`src/rtl/if_stage.sv`:
```
// ============================================================================
// IfStage : instruction-fetch stage of the RV32I pipeline.
//
// Owns the architectural fetch PC, issues reads on the instruction-memory
// port and fills the IF/ID buffer. It also accepts redirects from the execute
// stage, which closes the branch loop.
//
// Ports
//   clk, rst        rising-edge clock, asynchronous active-high reset
//   pcmux_sel       redirect select from execute (00/11 none, 01 alu_out,
//                   10 alu_out with bit 0 cleared)
//   alu_out         redirect target from execute
//   stall           IF/ID buffer must hold its contents
//   imem_address    fetch address (registered)
//   imem_read       read request (registered)
//   imem_rdata      returned instruction word
//   imem_resp       one-cycle completion strobe for the current read
//   if_valid        IF/ID slot holds a real instruction
//   if_pc           PC of the IF/ID instruction
//   if_instr        IF/ID instruction word (NOP when the slot is invalid)
// ============================================================================
module if_stage #(
    parameter logic [31:0] RESET_PC  = 32'h4000_0060,
    parameter logic [31:0] NOP_INSTR = 32'h0000_0013
) (
    input  logic        clk,
    input  logic        rst,
    input  logic [1:0]  pcmux_sel,
    input  logic [31:0] alu_out,
    input  logic        stall,
    output logic [31:0] imem_address,
    output logic        imem_read,
    input  logic [31:0] imem_rdata,
    input  logic        imem_resp,
    output logic        if_valid,
    output logic [31:0] if_pc,
    output logic [31:0] if_instr
);

    // REQ: a read is (or is about to be) on the memory port.
    // HOLD: a response arrived while the IF/ID buffer was stalled; it waits
    // in the skid registers and no new read is issued.
    typedef enum logic {
        REQ  = 1'b0,
        HOLD = 1'b1
    } state_e;

    state_e      state_q;
    logic [31:0] fetch_pc_q;
    logic [31:0] pend_pc_q;
    logic [31:0] skid_pc_q;
    logic [31:0] skid_instr_q;
    logic        drop_q;
    logic        read_q;
    logic        if_valid_q;
    logic [31:0] if_pc_q;
    logic [31:0] if_instr_q;

    logic        redirect;
    logic [31:0] target;
    logic        resp;

    // Decode the execute-stage redirect. Select 11 is reserved and behaves
    // like "no redirect"; select 10 clears bit 0 (JALR-style target).
    always_comb begin
        redirect = (pcmux_sel == 2'b01) || (pcmux_sel == 2'b10);
        target   = (pcmux_sel == 2'b10) ? (alu_out & 32'hFFFF_FFFE) : alu_out;
    end

    // A response only counts while our read request is actually asserted;
    // this ignores any stray strobe in the cycle right after reset.
    assign resp = imem_resp & read_q;

    // The memory port is driven purely from registers, so no input can reach
    // imem_address/imem_read combinationally.
    assign imem_address = fetch_pc_q;
    assign imem_read    = read_q;

    assign if_valid = if_valid_q;
    assign if_pc    = if_pc_q;
    assign if_instr = if_instr_q;

    // Fetch FSM and IF/ID buffer.
    // Priority is redirect > response > stall. A redirect while a read is in
    // flight cannot move the address (the memory needs it stable), so the
    // target is parked in pend_pc_q and the in-flight response is dropped
    // when it arrives. A later redirect simply overwrites pend_pc_q.
    always_ff @(posedge clk or posedge rst) begin
        if (rst) begin
            state_q      <= REQ;
            fetch_pc_q   <= RESET_PC;
            pend_pc_q    <= RESET_PC;
            skid_pc_q    <= RESET_PC;
            skid_instr_q <= NOP_INSTR;
            drop_q       <= 1'b0;
            read_q       <= 1'b0;
            if_valid_q   <= 1'b0;
            if_pc_q      <= RESET_PC;
            if_instr_q   <= NOP_INSTR;
        end else begin
            case (state_q)
                REQ: begin
                    if (redirect) begin
                        if_valid_q <= 1'b0;
                        if_instr_q <= NOP_INSTR;
                        read_q     <= 1'b1;
                        if (resp || !read_q) begin
                            fetch_pc_q <= target;
                            drop_q     <= 1'b0;
                        end else begin
                            pend_pc_q <= target;
                            drop_q    <= 1'b1;
                        end
                    end else if (resp && drop_q) begin
                        drop_q     <= 1'b0;
                        fetch_pc_q <= pend_pc_q;
                        read_q     <= 1'b1;
                        if (!stall) begin
                            if_valid_q <= 1'b0;
                            if_instr_q <= NOP_INSTR;
                        end
                    end else if (resp && !stall) begin
                        if_valid_q <= 1'b1;
                        if_pc_q    <= fetch_pc_q;
                        if_instr_q <= imem_rdata;
                        fetch_pc_q <= fetch_pc_q + 32'd4;
                        read_q     <= 1'b1;
                    end else if (resp) begin
                        skid_pc_q    <= fetch_pc_q;
                        skid_instr_q <= imem_rdata;
                        fetch_pc_q   <= fetch_pc_q + 32'd4;
                        read_q       <= 1'b0;
                        state_q      <= HOLD;
                    end else begin
                        read_q <= 1'b1;
                        if (!stall) begin
                            if_valid_q <= 1'b0;
                            if_instr_q <= NOP_INSTR;
                        end
                    end
                end
                HOLD: begin
                    if (redirect) begin
                        if_valid_q <= 1'b0;
                        if_instr_q <= NOP_INSTR;
                        fetch_pc_q <= target;
                        read_q     <= 1'b1;
                        state_q    <= REQ;
                    end else if (!stall) begin
                        if_valid_q <= 1'b1;
                        if_pc_q    <= skid_pc_q;
                        if_instr_q <= skid_instr_q;
                        read_q     <= 1'b1;
                        state_q    <= REQ;
                    end
                end
            endcase
        end
    end

endmodule

```
`config.mk`:
```
export PLATFORM = sky130hd
export DESIGN_NAME = if_stage
export DESIGN_NICKNAME = d
export VERILOG_FILES = /design/src/rtl/if_stage.sv
export SDC_FILE = /design/constraint.sdc
export NUM_CORES = 1
export LEC_CHECK = 0
export BUFFER_PORTS_ARGS = -buffer_cell sky130_fd_sc_hd__buf_2
export CORE_ASPECT_RATIO = 1.25
export CORE_MARGIN = 4
export CORE_UTILIZATION = 35
export DETAILED_ROUTE_END_ITERATION = 10
export SLEW_MARGIN = 0
export SYNTH_ARGS = -nofsm -noshare
export SYNTH_HDL_FRONTEND = slang
export SYNTH_SLANG_ARGS = --single-unit
```
`constraint.sdc`:
```
create_clock -name clk -period 8.21 [get_ports clk]
set_input_delay 0.821 -clock clk [delete_from_list [all_inputs] [get_ports clk]]
set_output_delay 0.821 -clock clk [all_outputs]
set_load 0.005 [all_outputs]
```
==> flow_metrics.env, run 1 <==
export IMPL_cts_max_level=4
export IMPL_worst_slew_pin_slew_ns=1.18
export IMPL_fin_area_sq_um=10900
export IMPL_ys_warn_count=0
export IMPL_drt_pass1_iter_count=4
export IMPL_synth_edf_count=0
export IMPL_synthTopCellsByArea="dfrtp_1 49%, mux2_2 12%, dfstp_2 5.2%"
export IMPL_hp_class="reg2reg"
export IMPL_r2r_setup_slack_ns=5.23
export IMPL_fmax_mhz=300
export IMPL_async_reset_ff_share_pct=100
export IMPL_wl_per_cell_microns=18.7
export IMPL_drive_gt1_share_pct=34.7
export IMPL_syn_inst=817
export IMPL_reg2reg_depth=7
export IMPL_post_route_min_period_ns=3.33
export IMPL_synth_area_per_cell_sq_um=11.2
export IMPL_arrival_ns=3.61
export IMPL_antenna_found_initial=6
export IMPL_slew_limit_headroom_pct=20.8
export IMPL_multi_input_area_sq_um=3910
export IMPL_finalSetupTns_ns=0
export IMPL_clock_latency_ns=0.44
export IMPL_finalCritPeriodShare_pct=40.6
export IMPL_r2r_end="if_instr[24]"
export IMPL_place_area_sq_um=10200
export IMPL_num_nets_final=1019
export IMPL_vias=6908
export IMPL_status="complete, no violations"
export IMPL_hpwl_mm=15.8
export IMPL_coreArea_sq_um=25500
export IMPL_io_buffers=167
export IMPL_grt_first_pass_wirelength_mm=39.3
export IMPL_area_growth_syn_to_layout_pct=18.9
export IMPL_routabilityCongestion=0.800
export IMPL_synth_top_area_cell="dfrtp_1"
export IMPL_setup_worst_path_end="if_instr[24]"
export IMPL_first_global_vias=7070
export IMPL_postCtsSetupRepairBufs=0
export IMPL_crit_fanout=53
export IMPL_synth_seq_cells=196
export IMPL_finalHoldViolCount=0
export IMPL_start_util_pct=35.9
export IMPL_min_path_cells=2
export IMPL_ctsRootBufferMaster="clkbuf_16"
export IMPL_cts_sinks=196
export IMPL_die_w_microns=152
export IMPL_grt_usage_pct=17.0
export IMPL_cts_resized_gates=0
export IMPL_power_uw=3180
export IMPL_setup_violations=0
export IMPL_antenna_left=0
export IMPL_setup_ws_ns=4.88
export IMPL_grt_overflow=0
export IMPL_fp_row_count=65
export IMPL_ys_flop_type="dfrtp_1"
export IMPL_worstSetupStartpoint="pcmux_sel[0]"
export IMPL_maxCapViolCount=0
export IMPL_mappedNetlistArea_sq_um=9130
export IMPL_finalClockSkew_ns=0.0142
export IMPL_startpoint_type="input pin"
export IMPL_wl_mm=24.3
export IMPL_rsz0062_at_grt="false"
export IMPL_regArea_sq_um=4930
export IMPL_ir_drop_v=0.000155
export IMPL_drc=0
export IMPL_r2r_start="state_q"
export IMPL_die_area_sq_um=28800
export IMPL_yosysUniqueCellTypes=56
export IMPL_hold_buffers=0
export IMPL_p_leak_uw=0.00473
export IMPL_yosysTopAreaCellShare_pct=48.8
export IMPL_syn_num_nets=889
export IMPL_crit_required_ns=8.49
export IMPL_clkSlewWorstSetupHoldPaths_ns=0.07
export IMPL_vias_per_cell=5.32
export IMPL_yosysMostFrequentCell="dfrtp_1"
export IMPL_nFillCells=2477
export IMPL_grt_max_degree=118
export IMPL_io_pins=168
export IMPL_path_class="in2reg"
export IMPL_power_density_nw_per_um2=293
export IMPL_synth_common_cells="178 x dfrtp_1, 95 x mux2_2, 86 x nand2_1, 78 x o21ai_0, 36 x mux2i_1"
export IMPL_cts_tree="done"
export IMPL_endpoint_kind="flop"
export IMPL_die_h_microns=189
export IMPL_clk_path_buf_depth=2
export IMPL_first_iter_violations=341
export IMPL_dp_slack_ns=4.32
export IMPL_numCtsBuffers=17
export IMPL_seq_area_frac_synth_pct=54.0
export IMPL_drv_slew=0
[per-stage QoR]
| stage | instances | util, % | hold WS [ns] |
|---|---|---|---|
| 4_1_cts | 1295 | 42.6 | 0.480 |
| 3_5_place_dp | 1263 | 40.1 | 0.465 |
| 6_report | 1299 | 42.6 | 0.473 |
| 2_1_floorplan | 817 | - | 0.459 |
| 5_1_grt | 1297 | 42.6 | 0.509 |
| 3_3_place_gp | 1263 | 40.1 | 0.455 |
[metal layers]
metal / up-vias / wire length (microns) / track usage [%]
met1: 3409 / 10800 / 22.0
met3: 44 / 1420 / 5.05
li1: 3268 / - / -
met2: 181 / 11500 / 27.4
met5: - / 39 / 0
met4: 6 / 505 / 5.86
[cells in the final DEF, fill, tap and decap left out, types with 3 or more instances in the layout]
master,n
nand2b_1,3
bufinv_16,4
a31oi_1,7
a21oi_1,20
nand3_1,27
clkbuf_16,17
o211ai_1,9
inv_1,9
nand2_1,86
or4_1,11
dfstp_2,18
mux2_2,95
o22ai_1,4
diode_2,4
mux2i_1,36
and4_1,5
a221oi_1,15
o21ai_0,78
nor3b_1,20
clkinv_4,3
nor2_1,13
xnor2_1,7
o311ai_0,3
nor3_1,4
a22oi_1,29
nand4_1,8
a211oi_1,3
buf_2,167
a21o_1,3
and3_1,8
buf_4,11
dfrtp_1,177
nor4_1,5
clkbuf_1,3
or3_1,5
[cell families after synthesis]
| logic type | count (synthesis) | synth area share, % |
|---|---|---|
| buffers and inverters | 77 | 3.59 |
| adders and majority gates | 2 | 0.274 |
| DFF | 196 | 54.0 |
| xor gates and xnor gates | 7 | 0.672 |
| AOI/OAI and AO/OA | 191 | 13.5 |
| and+or+nand+nor | 212 | 12.2 |
| muxes | 132 | 15.8 |
[where the power goes]
group | total [uW] | internal (uW) | switching [uW]
Combinational | 731 | 388 | 343
Sequential | 1550 | 1300 | 251
Clock | 898 | 522 | 376
[registers in the layout (all words and copies together) (netlist names)]
signal / cells
drop_q: 1
if_instr: 32
if_pc: 32
if_valid: 1
imem_address: 32
imem_read: 1
pend_pc_q: 32
skid_instr_q: 32
skid_pc_q: 32
state_q: 1
[layout make-up]
type	instances	area share, %
Sequential cell	196	45.4
Clock inverter	11	1.62
Clock buffer	21	4.15
Antenna cell	4	0.0922
Inverter	10	0.415
Tap cell	335	3.86
Multi-Input combinational cell	544	36.0
Timing Repair Buffer	178	8.46
[critical path, cell delays in order]
cell	delay, ns
buf_2	0.07
inv_1	0.03
ha_1	0.26
buf_4	0.39
nand2_1	0.18
nor3_2	0.16
buf_4	0.59
a21oi_1	0.15
inv_1	0.68
o21ai_0	0.23
[worst min path at each step]
| stage | slack, ns | end | from |
|---|---|---|---|
| final | 0.47 | if_pc[15] | if_pc[15] |
| after global routing | 0.51 | if_pc[29] | if_pc[29] |
| after CTS | 0.48 | if_pc[26] | if_pc[26] |
| after detailed placement | 0.47 | if_pc[16] | if_pc[16] |
| after global placement | 0.46 | if_pc[14] | if_pc[14] |
| after floorplan | 0.46 | pend_pc_q[27] | pend_pc_q[27] |
No activity file was read; power rests on OpenSTA's default activity.
==> run 2: changes to the inputs <==
- ABC_AREA: unset -> 1
- clock period: 8.21 -> 2.84 ns (I/O delays scaled with it)
==> flow_metrics.env, run 2 <==
export IMPL_status="complete, no violations"
export IMPL_num_nets_final=1344
export IMPL_first_global_vias=7549
export IMPL_final_util_pct=42.4
export IMPL_clk_path_buf_depth=2
export IMPL_die_h_microns=189
export IMPL_final_cell_mix="326 x nand2_1, 178 x dfrtp_1, 167 x buf_2"
export IMPL_yosysUniqueCellTypes=32
export IMPL_synth_seq_cells=196
export IMPL_grt_usage_pct=18.1
export IMPL_async_reset_ff_share_pct=100
export IMPL_syn_num_nets=1206
export IMPL_worstHoldStart="alu_out[30]"
export IMPL_r2r_start="state_q"
export IMPL_cts_max_level=4
export IMPL_ys_flop_type="dfrtp_1"
export IMPL_endpoint_kind="flop"
export IMPL_clkSlewWorstSetupHoldPaths_ns=0.07
export IMPL_rsz0062_at_grt="false"
export IMPL_slew_limit_headroom_pct=49.0
export IMPL_multi_input_area_sq_um=3620
export IMPL_cts_sinks=196
export IMPL_ys_warn_count=0
export IMPL_dp_cells=1592
export IMPL_dp_slack_ns=0.537
export IMPL_post_route_min_period_ns=2.19
export IMPL_crit_fanout=35
export IMPL_ir_drop_v=0.000353
export IMPL_r2r_setup_slack_ns=0.65
export IMPL_worst_slew_pin_slew_ns=0.763
export IMPL_wl_mm=26.1
export IMPL_drive_gt1_share_pct=19.4
export IMPL_yosysMostFrequentCell="nand2_1"
export IMPL_p_leak_uw=0.00546
export IMPL_io_buffers=167
export IMPL_yosysTopAreaCellShare_pct=48.4
export IMPL_grt_first_pass_wirelength_mm=42.2
export IMPL_routabilityCongestion=0.850
export IMPL_startpoint_type="flop"
export IMPL_syn_inst=1134
export IMPL_die_area_sq_um=29000
export IMPL_io_pins=168
export IMPL_final_common_cell="nand2_1"
export IMPL_setup_violations=0
export IMPL_cts_tree="done"
export IMPL_cts_resized_gates=0
export IMPL_diodes=0
export IMPL_fmax_mhz=457
export IMPL_regArea_sq_um=4930
export IMPL_worstSetupStartpoint="state_q"
export IMPL_crit_required_ns=3.20
export IMPL_clock_latency_ns=0.43
export IMPL_setup_ws_ns=0.654
export IMPL_area_growth_syn_to_layout_pct=19.3
export IMPL_grt_overflow=0
export IMPL_seq_area_frac_synth_pct=53.5
export IMPL_finalCritPeriodShare_pct=77.0
export IMPL_synth_common_cells="327 x nand2_1, 178 x dfrtp_1, 98 x inv_1, 94 x nor2_1, 85 x o21ai_1"
export IMPL_path_class="reg2reg"
export IMPL_vias=7864
export IMPL_drt_pass1_iter_count=5
export IMPL_mappedNetlistArea_sq_um=9200
export IMPL_maxCapViolCount=0
export IMPL_hp_class="in2reg"
export IMPL_power_density_nw_per_um2=891
export IMPL_fp_row_count=66
export IMPL_finalClockSkew_ns=0.00845
export IMPL_die_w_microns=153
export IMPL_antenna_left=0
export IMPL_synth_area_per_cell_sq_um=8.12
export IMPL_grt_max_degree=67
export IMPL_synth_top_area_cell="dfrtp_1"
export IMPL_antenna_found_initial=0
export IMPL_drc=0
export IMPL_synthTopCellsByArea="dfrtp_1 48%, nand2_1 13%, dfstp_2 5.1%"
export IMPL_synth_edf_count=0
export IMPL_start_util_pct=35.5
export IMPL_finalHoldViolCount=0
export IMPL_drv_slew=0
export IMPL_instances_no_fill=1624
export IMPL_finalSetupTns_ns=0
export IMPL_arrival_ns=2.55
export IMPL_hpwl_mm=18.9
export IMPL_first_iter_violations=555
export IMPL_numCtsBuffers=17
export IMPL_wl_per_cell_microns=16.1
export IMPL_nFillCells=2669
export IMPL_power_uw=9790
export IMPL_ctsRootBufferMaster="clkbuf_16"
export IMPL_coreArea_sq_um=25900
export IMPL_vias_per_cell=4.84
==> run 2: cell types whose count changed in the layout (fill, tap and decap cells not counted), sizes merged, moves of 45 or more <==
cell   previous run  this run
mux2             96         4
inv              12       107
nor2             14        99
a21oi            20        65
o21ai            78       137
nand2            86       327
==> run 2: path summary, 6_finish.rpt <==
check | to | depth (start not counted)
worst max register to register | if_instr[6] | 5
worst min register to register | pend_pc_q[5] | 2
max in group asynchronous | imem_address[30] | 4
min in group asynchronous | if_instr[29] | 3
worst max-delay path | if_instr[6] | 5
worst min-delay path | pend_pc_q[30] | 3
==> run 2: worst max-delay path, cell delays in order, from the launching register on <==
cell,delay [ns]
dfrtp_1,0.65
inv_4,0.27
nand3_4,0.33
nand2_1,0.15
inv_2,0.46
a22o_1,0.22
==> run 2: report_power, final <==
part / switching, uW / total [uW] / leakage [uW] / internal, uW
Sequential: 800 / 4620 / 0.00236 / 3820
Combinational: 1620 / 2760 / 0.00281 / 1130
Clock: 1070 / 2410 / 0.000285 / 1340
Total: 3500 / 9790 / 0.00546 / 6290
==> run 2: cell families after synthesis <==
| group | Yosys count | share of synthesized area [%] |
|---|---|---|
| fa+ha+maj | 2 | 0.272 |
| mux | 4 | 0.489 |
| xor+xnor | 3 | 0.286 |
| buf+inv | 170 | 7.38 |
| compound gates | 287 | 17.9 |
| simple gates | 472 | 20.2 |
| flops | 196 | 53.5 |
==> run 2: stage by stage <==
| step | hold WS (ns) | cell area, sq um |
|---|---|---|
| after floorplan | 0.379 | 9210 |
| after global placement | 0.404 | 10400 |
| after detailed placement | 0.406 | 10400 |
| after CTS | 0.0424 | 11000 |
| after global routing | 0.0535 | 11000 |
| final | 0.0654 | 11000 |
==> run 2: final cells by class <==
type | instances | area share (%)
Sequential cell | 196 | 44.9
Multi-Input combinational cell | 768 | 33.0
Timing Repair Buffer | 183 | 9.30
Clock buffer | 19 | 4.12
Tap cell | 340 | 3.87
Inverter | 106 | 3.68
Clock inverter | 12 | 1.18
==> run 2: what timing repair did <==
| item | in CTS | in global routing |
|---|---|---|
| hold buffers | 1 | 0 |
| setup buffers | 0 | 0 |
| endpoints found under the hold margin | 17 | 0 |
==> run 2: metal layers <==
metal  vias to the layer above  GRT usage [%]  wire length, microns
li1                       3974              -                     -
met2                       181           29.4                 12600
met5                         -              0                     0
met3                        26           3.41                  1070
met4                         0           5.31                   507
met1                      3683           24.7                 11900
==> run 3: changes to the inputs <==
- ABC_AREA: 1 -> 0
- clock period: 2.84 -> 2.3 ns (I/O delays scaled with it)
==> flow_metrics.env, run 3 (synthesized netlist as in run 1, its figures left out) <==
export IMPL_r2r_setup_slack_ns=0.30
export IMPL_p_leak_uw=0.00492
export IMPL_die_w_microns=152
export IMPL_status="complete, no violations"
export IMPL_post_route_min_period_ns=2.00
export IMPL_vias_per_cell=5.33
export IMPL_ctsRootBufferMaster="clkbuf_16"
export IMPL_finalClockSkew_ns=0.0112
export IMPL_io_pins=168
export IMPL_r2r_start="state_q"
export IMPL_cts_sinks=196
export IMPL_hpwl_mm=17.5
export IMPL_cts_tree="done"
export IMPL_grt_first_pass_wirelength_mm=40.8
export IMPL_worst_slew_pin_slew_ns=1.14
export IMPL_finalCritPeriodShare_pct=87.1
export IMPL_antenna_left=0
export IMPL_io_buffers=167
export IMPL_drc=0
export IMPL_endpoint_kind="flop"
export IMPL_drt_pass1_iter_count=5
export IMPL_wl_per_cell_microns=18.8
export IMPL_coreArea_sq_um=25500
export IMPL_dp_slack_ns=-0.0156
export IMPL_grt_busiest_layer="met2"
export IMPL_path_class="reg2reg"
export IMPL_fp_row_count=65
export IMPL_die_area_sq_um=28800
export IMPL_hp_class="in2reg"
export IMPL_power_uw=11200
export IMPL_r2r_end="imem_address[13]"
export IMPL_clk_path_buf_depth=2
export IMPL_clkSlewWorstSetupHoldPaths_ns=0.08
export IMPL_crit_required_ns=2.66
export IMPL_startpoint_type="flop"
export IMPL_grt_usage_pct=17.6
export IMPL_setup_violations=0
export IMPL_routabilityCongestion=0.813
export IMPL_finalSetupTns_ns=0
export IMPL_fin_area_sq_um=11200
export IMPL_min_path_cells=2
export IMPL_vias=7128
export IMPL_area_growth_syn_to_layout_pct=22.5
export IMPL_clock_latency_ns=0.45
export IMPL_final_cell_mix="177 x dfrtp_1, 167 x buf_2, 95 x mux2_2"
export IMPL_grt_util_met1_pct=22.1
export IMPL_finalHoldViolCount=0
export IMPL_first_iter_violations=470
export IMPL_start_util_pct=35.9
export IMPL_power_density_nw_per_um2=1000
export IMPL_num_nets_final=1061
export IMPL_slew_limit_headroom_pct=23.9
export IMPL_final_common_cell="dfrtp_1"
export IMPL_place_area_sq_um=10600
export IMPL_min_to="skid_instr_q[31]"
export IMPL_grt_max_degree=66
export IMPL_use_met2_pct=29.6
export IMPL_crit_fanout=15
export IMPL_fmax_mhz=499
export IMPL_reg2reg_depth=4
export IMPL_ir_drop_v=0.000532
export IMPL_cts_max_level=4
export IMPL_arrival_ns=2.36
export IMPL_wl_mm=25.2
export IMPL_gr_usage_met3_pct=5.42
export IMPL_setup_ws_ns=0.298
export IMPL_drive_gt1_share_pct=37.4
export IMPL_drv_slew=0
export IMPL_worstHoldStart="imem_rdata[31]"
export IMPL_antenna_found_initial=1
export IMPL_die_h_microns=189
export IMPL_numCtsBuffers=17
export IMPL_rsz0062_at_grt="false"
export IMPL_first_global_vias=7361
export IMPL_grt_overflow=0
export IMPL_postCtsSetupRepairBufs=0
export IMPL_maxCapViolCount=0
[run 3: changes by cell type in the layout (fill, tap and decap cells not counted), sizes merged, moves of 16 or more]
cell,previous run,this run
mux2,4,96
a22o,29,0
nor3b,0,21
a21oi,65,20
a31oi,33,7
nand2,327,86
mux2i,0,36
a22oi,12,29
nor2,99,14
inv,107,13
buf,182,219
o21ai,137,78
nand3,43,27
[run 3: timing repair]
item / 4_1_cts / 5_1_grt
hold buffers: 1 / 0
gates resized for setup: 0 / 0
endpoints found under the setup margin: 0 / 0
endpoints found under the hold margin: 17 / 0
[run 3: power breakdown]
group          switching (uW)  leakage (uW)  total (uW)  internal, uW
Combinational            1390       0.00225        2920          1530
Sequential                786       0.00241        5430          4650
Clock                    1410      0.000256        2840          1430
[run 3: metal layers]
| metal | up-vias | routed length, microns | share of wire [%] |
|---|---|---|---|
| met5 | - | 13 | 0.052 |
| met4 | 2 | 404 | 1.6 |
| met3 | 27 | 1640 | 6.5 |
| met2 | 193 | 12500 | 49 |
| met1 | 3556 | 10700 | 42 |
| li1 | 3350 | - | - |
[run 3: layout make-up]
class                   instances  area [sq um]
diodes                          1          2.50
clock buffers                  20           447
clock inverters                12          98.8
fillers                      2471         14300
inverters                      10          41.3
multi-input cells             544          3900
flip-flops and latches        196          4930
well taps                     335           419
repair buffers                220          1350
[run 3: worst max-delay path, cell delays in order, from the launching register on]
cell	delay, ns
dfrtp_2	0.49
nand4b_1	0.23
nor2_1	0.88
a221oi_1	0.18
o21ai_0	0.13
[run 3: metrics by stage]
stage                     instances  util, %  hold slack (ns)
after floorplan                 817        -            0.365
after global placement         1304     41.8            0.355
after detailed placement       1304     41.8            0.352
after CTS                      1337     43.9          0.00868
after global routing           1337     43.9           0.0163
final                          1338     44.0           0.0245
[run 3: worst max-delay path by stage]
stage                 start  slack, ns  depth (start not counted)          endpoint
5_1_grt             state_q       0.07                          4  imem_address[12]
2_1_floorplan           rst      -0.45                          1            drop_q
3_5_place_dp   pcmux_sel[0]      -0.02                          7  imem_address[28]
6_report            state_q       0.30                          4  imem_address[13]
4_1_cts           imem_read       0.29                          6       if_instr[3]
3_3_place_gp   pcmux_sel[0]       0.05                          7  imem_address[13]
